==> config.mk <==
export PLATFORM = sky130hd
export DESIGN_NAME = subtrator_serial
export DESIGN_NICKNAME = d
export VERILOG_FILES = /design/src/rtl/subtrator_serial_pkg.sv /design/src/rtl/subtratorcompleto.sv /design/src/rtl/subtrator_serial.sv
export SDC_FILE = /design/constraint.sdc
export NUM_CORES = 1
export LEC_CHECK = 0
export ABC_AREA = 1
export CORE_MARGIN = 3
export CORE_UTILIZATION = 35
export DETAILED_ROUTE_END_ITERATION = 8
export PLACE_DENSITY = 0.65
export SYNTH_ARGS = -nofsm -noshare
export SYNTH_HDL_FRONTEND = slang
export SYNTH_SLANG_ARGS = --single-unit
==> constraint.sdc <==
create_clock -name clk -period 2.6 [get_ports clk]
set_clock_uncertainty 0.05 [all_clocks]
set_input_delay 0.26 -clock clk [delete_from_list [all_inputs] [get_ports clk]]
set_output_delay 0.26 -clock clk [all_outputs]
set_load 0.005 [all_outputs]
==> src/rtl/subtrator_serial_pkg.sv <==
// Shared definitions for the bit-serial subtractor.
//   state_t       : FSM state encoding (IDLE / RUN / DONE)
//   DEFAULT_WIDTH : default operand/result width
package subtrator_serial_pkg;

    typedef enum logic [1:0] {
        IDLE = 2'd0,
        RUN  = 2'd1,
        DONE = 2'd2
    } state_t;

    localparam int unsigned DEFAULT_WIDTH = 8;

endpackage

==> src/rtl/subtratorcompleto.sv <==
// 1-bit full subtractor cell: computes a - b - cin.
// Ports:
//   a, b  : operand bits
//   cin   : borrow in
//   s     : difference bit
//   cout  : borrow out
module subtratorcompleto (
    input  logic a,
    input  logic b,
    input  logic cin,
    output logic s,
    output logic cout
);

    assign s    = a ^ b ^ cin;
    assign cout = (~a & b) | (~a & cin) | (b & cin);

endmodule

==> src/rtl/subtrator_serial.sv <==
// Bit-serial unsigned subtractor, diff = a - b, LSB first, one bit per clock.
// Ports:
//   clk    : system clock, rising edge
//   rst    : asynchronous active-high reset
//   start  : begin an operation (sampled only in IDLE)
//   a, b   : minuend / subtrahend, latched on the accepted start edge
//   busy   : high while bits are being processed
//   done   : one-cycle pulse, result valid
//   diff   : (a - b) mod 2^WIDTH
//   borrow : final borrow-out, 1 iff a < b
module subtrator_serial
    import subtrator_serial_pkg::*;
#(
    parameter int unsigned WIDTH = DEFAULT_WIDTH
) (
    input  logic             clk,
    input  logic             rst,
    input  logic             start,
    input  logic [WIDTH-1:0] a,
    input  logic [WIDTH-1:0] b,
    output logic             busy,
    output logic             done,
    output logic [WIDTH-1:0] diff,
    output logic             borrow
);

    localparam int unsigned   CW   = $clog2(WIDTH);
    localparam logic [CW-1:0] LAST = CW'(WIDTH - 1);

    state_t            state_q;
    logic [WIDTH-1:0]  sa_q;
    logic [WIDTH-1:0]  sb_q;
    logic [WIDTH-1:0]  diff_q;
    logic              borrow_q;
    logic [CW-1:0]     cnt_q;

    logic              cell_s_d;
    logic              cell_borrow_d;

    subtratorcompleto u_cell (
        .a    (sa_q[0]),
        .b    (sb_q[0]),
        .cin  (borrow_q),
        .s    (cell_s_d),
        .cout (cell_borrow_d)
    );

    always_ff @(posedge clk or posedge rst) begin
        if (rst) begin
            state_q  <= IDLE;
            sa_q     <= '0;
            sb_q     <= '0;
            diff_q   <= '0;
            borrow_q <= 1'b0;
            cnt_q    <= '0;
        end else begin
            case (state_q)
                IDLE: begin
                    if (start) begin
                        sa_q     <= a;
                        sb_q     <= b;
                        diff_q   <= '0;
                        borrow_q <= 1'b0;
                        cnt_q    <= '0;
                        state_q  <= RUN;
                    end
                end
                RUN: begin
                    sa_q     <= sa_q >> 1;
                    sb_q     <= sb_q >> 1;
                    // Result bits enter at the MSB so bit 0 lands at diff[0] after WIDTH shifts.
                    diff_q   <= {cell_s_d, diff_q[WIDTH-1:1]};
                    borrow_q <= cell_borrow_d;
                    cnt_q    <= cnt_q + CW'(1);
                    if (cnt_q == LAST) begin
                        state_q <= DONE;
                    end
                end
                DONE: begin
                    state_q <= IDLE;
                end
                default: begin
                    state_q <= IDLE;
                end
            endcase
        end
    end

    assign busy   = (state_q == RUN);
    assign done   = (state_q == DONE);
    assign diff   = diff_q;
    assign borrow = borrow_q;

endmodule

Word-level counts from Yosys, hierarchy flattened
Index checks and enable logic that the tools add are counted.
Cells by class
  eq/ne operators: 5
  bitwise operators: 8
  add/subtract/negate cells: 1
  reductions and logical operators: 4
  mux-type cells: 13
Operator list (count)
  $pmux 8 s2: 3
  $mux 8: 3
  $pmux 3 s2: 1
  $mux 2: 2
  $pmux 2 s2: 1
  $reduce_and 2->1: 2
  $add 3x1->3 const B: 1
  $and 1x1->1: 3
  $eq 3x3->1 const B: 1
  $mux 3: 1
  $eq 2x1->1 const B: 1
  $eq 2x2->1 const B: 1
  $logic_not 2->1: 1
  $ne 2x1->1 const B: 1
  $ne 2x2->1 const B: 1
  $or 1x1->1: 2
  $pmux 1 s2: 1
  $reduce_bool 2->1: 1
  $xor 1x1->1: 2
  $mux 1: 1
  $not 1->1: 1
Storage, ports and cells
  flip-flop bits (word level): 30
  word-level logic and storage cells: 37
  output and inout bits: 11

Longest topological paths before layout
  depth in word-level cells: 5
  depth in mapped cells: 7
  mapped depth without buffers: 5

Cells and area by module
From an unflattened synthesis, not the netlist that was laid out.
Second synthesis, totals
  cell total of the unflattened synthesis: 187
  area, all modules: 1477.7 um^2
Modules (own cells, without submodules)
  subtrator_serial: area an instance 1450.1 um^2, cells an instance 184, times used 1
  subtratorcompleto: area an instance 27.5 um^2, cells an instance 3, times used 1

Worst setup path before layout
OpenSTA, ideal clock, no wires.
  path kind: reg-to-reg
  from: reg borrow_q, in the netlist borrow
  to: reg diff_q[7], in the netlist diff[7]
  setup slack: 1443 ps
  required time: 2429 ps
  cell stages (with the launch flop): 3
  buffers on the path: 0
  arrival: 986 ps
  cells stage by stage: dfrtp_1 > fa_1 > o21ai_1
Between the ends
  cells in the longest elaborated chain, start to end: 2
Ends and longest elaborated chain
  start, declared: line subtrator_serial.sv:34  | logic borrow_q;
  start signal, assigned: line subtrator_serial.sv:73  | borrow_q <= cell_borrow_d;
  $xor 1x1->1: line subtratorcompleto.sv:15  | assign s = a ^ b ^ cin;
  $pmux 8 s2: line subtrator_serial.sv:57  | case (state_q)
  end signal, assigned: line subtrator_serial.sv:72  | diff_q <= {cell_s_d, diff_q[WIDTH-1:1]};
  end, declared: line subtrator_serial.sv:33  | logic [WIDTH-1:0] diff_q;
Every way passes these cells.
A chain may end at the register's enable or synchronous reset.

Worst setup path after layout
  from: reg state_q[0]
  to: out busy
Between the ends
  cells in the longest elaborated chain, start to end: 1
Ends and longest elaborated chain
  start, declared: line subtrator_serial.sv:30  | state_t state_q;
  start signal, assigned: line subtrator_serial.sv:50  | state_q <= IDLE;
  start signal, assigned: line subtrator_serial.sv:65  | state_q <= RUN;
  start signal, assigned: line subtrator_serial.sv:76  | state_q <= DONE;
  $eq 2x1->1: line subtrator_serial.sv:89  | assign busy = (state_q == RUN);
  end, declared: line subtrator_serial.sv:21  | output logic busy,
Every way passes these cells.

==> results.py <==
metrics = {
    "clock_tree": {
        "clkSinkCount": 30,
        "hold_buffers": 0,
        "clock_latency_ns": 0.28,
        "cts_tree": "built",
        "clk_path_buf_depth": 2,
        "cts_inserted_buffers": 5,
        "path_clk_slew_ns": 0.06,
        "postCtsSetupRepairBufs": 0,
        "root_buffer": "clkbuf_8",
        "cts_resized": 0,
        "cts_max_level": 2,
    },
    "global_route": {
        "grt_pass1_wl_microns": 5280,
        "grt_overflow_total": 0,
        "antenna_found_initial": 0,
        "grt_pass1_vias": 1139,
        "grt_max_degree": 31,
        "globalRouteTotalUtil_pct": 13.7,
    },
    "setup_path": {
        "crit_required_ns": 2.29,
        "cp-startpoint": "state_q[0]",
        "cp_slowest_stage_delay_ns": 0.56,
        "path_class": "reg2out",
        "end_kind": "output port",
        "path_cells": "inv_2, nor2_2, buf_4, clkdlybuf4s50_1",
        "start_kind": "flip-flop",
        "slowest_stage": "dfrtp_1",
        "rrSetupSlack_ns": 0.92,
        "cpLargestDelayFamily": "buffers and inverters",
        "critical_path_buf_inv_count": 3,
        "crit_fanout": 10,
        "reg2reg_from": "state_q[0]",
        "cp.arrival_ns": 1.70,
    },
    "floorplanning": {
        "die_w_microns": 71.1,
        "fp.dieArea_sq_mm": 0.00506,
        "die_h_microns": 71.1,
        "ios": 30,
        "core_sq_mm": 0.00406,
        "std_cell_rows": 23,
        "start_util_pct": 36.6,
    },
    "route": {
        "wl_met3_microns": 219,
        "maxUsedRoutingLayer": "met4",
        "drc_errors": 0,
        "drtIter0Drc": 65,
        "drtAntennaViolNets": 0,
        "drt-met1-wl_microns": 1390,
        "wl_met2_microns": 1260,
        "avgViaCountPerCell": 4.40,
        "num_vias": 1178,
        "routedWlPerCell_microns": 10.9,
        "dr.pass1.iters": 4,
        "routed_wl_microns": 2930,
    },
    "logic_synthesis": {
        "synth-seq-cells": 30,
        "yosysWarnings": 0,
        "ys_types": 21,
        "ys_seq_area_share_pct": 50.6,
        "syn_area_sq_mm": 0.00148,
        "syn_area_per_cell_sq_um": 8.02,
        "synthCells": 185,
        "synth_fp_nets": 207,
    },
    "timing": {
        "tightest_slew_ns": 0.451,
        "max_freq_ghz": 0.498,
        "period_share_pct": 77.2,
        "final_max_slew_viol_count": 0,
        "setup_ws_ns": 0.592,
        "period_minus_slack_ns": 2.01,
        "finalHoldViolations": 0,
        "final-setup-viol-count": 0,
        "rsz0062_at_grt": "false",
        "whs_ns": 0.296,
        "slew_headroom_pct": 70.0,
        "totalNegativeSetupSlack_ns": 0,
    },
    "placed_design": {
        "dp_slack_ns": 0.884,
        "detailed_place_hpwl_microns": 1990,
        "finalWeightedCongestion": 0.740,
        "numPortBuffers": 29,
    },
    "final_layout": {
        "fin_util_pct": 47.0,
        "diodes": 0,
        "layout.nets": 239,
        "drive_gt1_share_pct": 8.72,
        "most-common-layout-cells": "62 x nand2_1, 32 x inv_1, 30 x dfrtp_1, 29 x clkdlybuf4s50_1, 27 x nand3_1",
        "final_common_cell": "nand2_1",
        "area_delta_synth_final_pct": 28.4,
    },
    "status": {
        "status": "complete, no violations",
    },
    "run": {
        "drv_cap": 0,
    },
    "worst_hold_path": {
        "hp-class": "in2async",
    },
    "pwr": {
        "leakage_nw": 0.988,
        "power_density_mw_per_mm2": 1150,
        "ir_drop_v": 0.000421,
    },
}
flip-flops by register name, summed over array words and instances, names as in the netlist:
register,count
diff,8
sa_q,8
sb_q,8
cnt_q,3
state_q,2
borrow,1
logic make-up after synthesis:
logic type / Yosys count / share of synthesized area, %
DFF: 30 / 50.6
adders and majority gates: 3 / 3.04
buffers and inverters: 42 / 13.3
AOI/OAI and AO/OA: 12 / 4.64
and+or+nand+nor: 98 / 28.4
metrics by stage:
stage	power, W	std cells	cell area, sq um
after floorplan	0.00148	185	1480
after global placement	0.00175	260	1800
after detailed placement	0.00177	260	1800
after CTS	0.00223	268	1910
after global routing	0.00243	268	1910
final	0.00220	268	1910
power by group:
part | internal [W] | switching, W | total [W]
Sequential | 0.000687 | 0.000145 | 0.000833
Combinational | 0.000421 | 0.000491 | 0.000911
Clock | 0.000286 | 0.000168 | 0.000455
worst register-to-register path, delay by kind of cell, from the launching register on:
| family | cells | cell delay (ns) |
|---|---|---|
| buffers and inverters | 2 | 0.52 |
| DFF | 1 | 0.51 |
| AOI/OAI and AO/OA | 2 | 0.47 |
| and+or+nand+nor | 1 | 0.07 |
cell type report:
cell class,count,area (sq um)
clock buffers,7,76.3
clock inverters,1,30.0
fillers,406,2150
inverters,34,130
multi-input cells,113,536
flip-flops and latches,30,751
well taps,50,62.6
repair buffers,33,320
cell usage after synthesis (all sizes together):
cell / count / area share, %
ha: 2 / 1.7
o21ai: 10 / 3.6
nor2: 5 / 1.6
inv: 34 / 8.8
o22ai: 1 / 0.42
fa: 1 / 1.3
a21oi: 1 / 0.59
nand2: 65 / 17
dfrtp: 30 / 51
nand4: 1 / 0.42
nand3: 27 / 9.1
buf: 8 / 4.6
path summary, 6_finish.rpt:
kind / end / depth (start not counted)
max reg2reg: diff[7] / 5
min reg2reg: cnt_q[1] / 2
max: busy / 4
min: diff[3] / 3
min in group clk: cnt_q[1] / 2
max in group asynchronous: sa_q[1] / 3
per-layer routing:
layer,GRT usage (%),vias to the layer above
li1,-,626
met1,18.7,519
met2,19.3,27
met3,5.40,6
met4,6.26,0
met5,0,-
(Power assumes the default switching activity.)
==> patch (same flow settings) <==
Set the package constant `DEFAULT_WIDTH` to 4 (it was 8).
--- a/src/rtl/subtrator_serial_pkg.sv
+++ b/src/rtl/subtrator_serial_pkg.sv
@@ -11,3 +11,3 @@
 
-    localparam int unsigned DEFAULT_WIDTH = 8;
+    localparam int unsigned DEFAULT_WIDTH = 4;
 
Interface: changed (resized a, b and diff); port bits go from 30 to 18. The function was not compared with the original's and may differ.
==> patch against the original RTL <==
  * Setup slack worse by 64 ps
  * Combinational power is 36% lower
  * Area after synthesis is 41% lower
  * Sequential cell count is 13 lower
  * Global-route usage is 2.3 points lower
  * Sequential share of layout area is 0.14 points higher
  * Hold slack better by 15 ps
  * Wire length is 45% lower
  * Register-to-register slack better by 410 ps
  * Die area is 38% lower
  * Via count is 45% lower
  * Non-clock buffer count is 16 lower
  * Total power is 45% lower
  * Cell area is 44% lower
==> patch: results (changes against the original RTL) <==
cts_root_buffer: "clkbuf_4"
yosys.area_share.adder: 0.0370  # +0.00668
power_density_mw_per_mm2: 1130  # -2.2%
cp_max_fo: 9  # -1
fin_nets: 131  # -45%
numPortBuffers: 17  # -41%
comb_cell_power_uw: 583  # -36%
r2r_end: "diff[3]$_DFFE_PP0P_"
first_pass_iters: 3  # -1
drive_gt1_frac: 0.111  # +0.0240
gp_congestion: 0.784  # +6.0%
placedCellCount: 141  # -46%
p_leak_uw: 0.000533  # -46%
slowest_delay_ps: 640  # +80 ps
outcome: "finished, final reports clean"
place_ws_ps: 874  # -10.2 ps
p_int_uw: 713  # -49%
synthesis.nets: 112  # -46%
grt_max_degree: 18  # -42%
fillers: 235  # -42%
cts_buffers: 3  # -2
wl_per_cell_um: 11.1  # +1.8%
max_freq_mhz: 483  # -3.1%
path_clk_slew_ps: 100  # +40 ps
grt.total_usage: 0.115  # -0.0225
grt_pass1_vias: 642  # -44%
postSynthAreaPerCell_um2: 8.87  # +11%
yosysUniqueCellTypes: 18  # -14%
synth_area_leaders: "dfrtp_1, nand2_1, nand3_1"
placed_area_mm2: 0.00105  # -42%
reg2reg_depth: 3  # -2
viasPerCell: 4.43  # +0.89%
dp_hpwl_um: 1180  # -41%
drtIter0Drc: 18  # -72%
h-tree-depth: 1  # -1
rrSetupSlack_ps: 1330  # +410 ps
patch: cell types whose count changed in the layout (fill, tap and decap cells not counted), moves of 3 or more:
cell | unedited run | this run
inv_1 | 32 | 16
clkbuf_8 | 5 | 0
nand3_1 | 27 | 12
clkbuf_4 | 0 | 3
nand2_1 | 62 | 31
dfrtp_1 | 30 | 17
clkdlybuf4s50_1 | 29 | 17
buf_4 | 4 | 0
o21ai_0 | 5 | 2
patch: layout make-up:
cell class                      count  share of cell area
Sequential cell                    17               0.395
Multi-Input combinational cell     61               0.327
Timing Repair Buffer               17               0.158
Inverter                           18              0.0628
Tap cell                           28              0.0326
Clock buffer                        4              0.0244
patch: routing by layer:
layer	up-vias	wire [um]	global-route usage
met5	-	0	0
met4	0	31	0.0508
met3	4	66	0.0302
met2	13	720	0.170
met1	287	795	0.156
li1	339	-	-
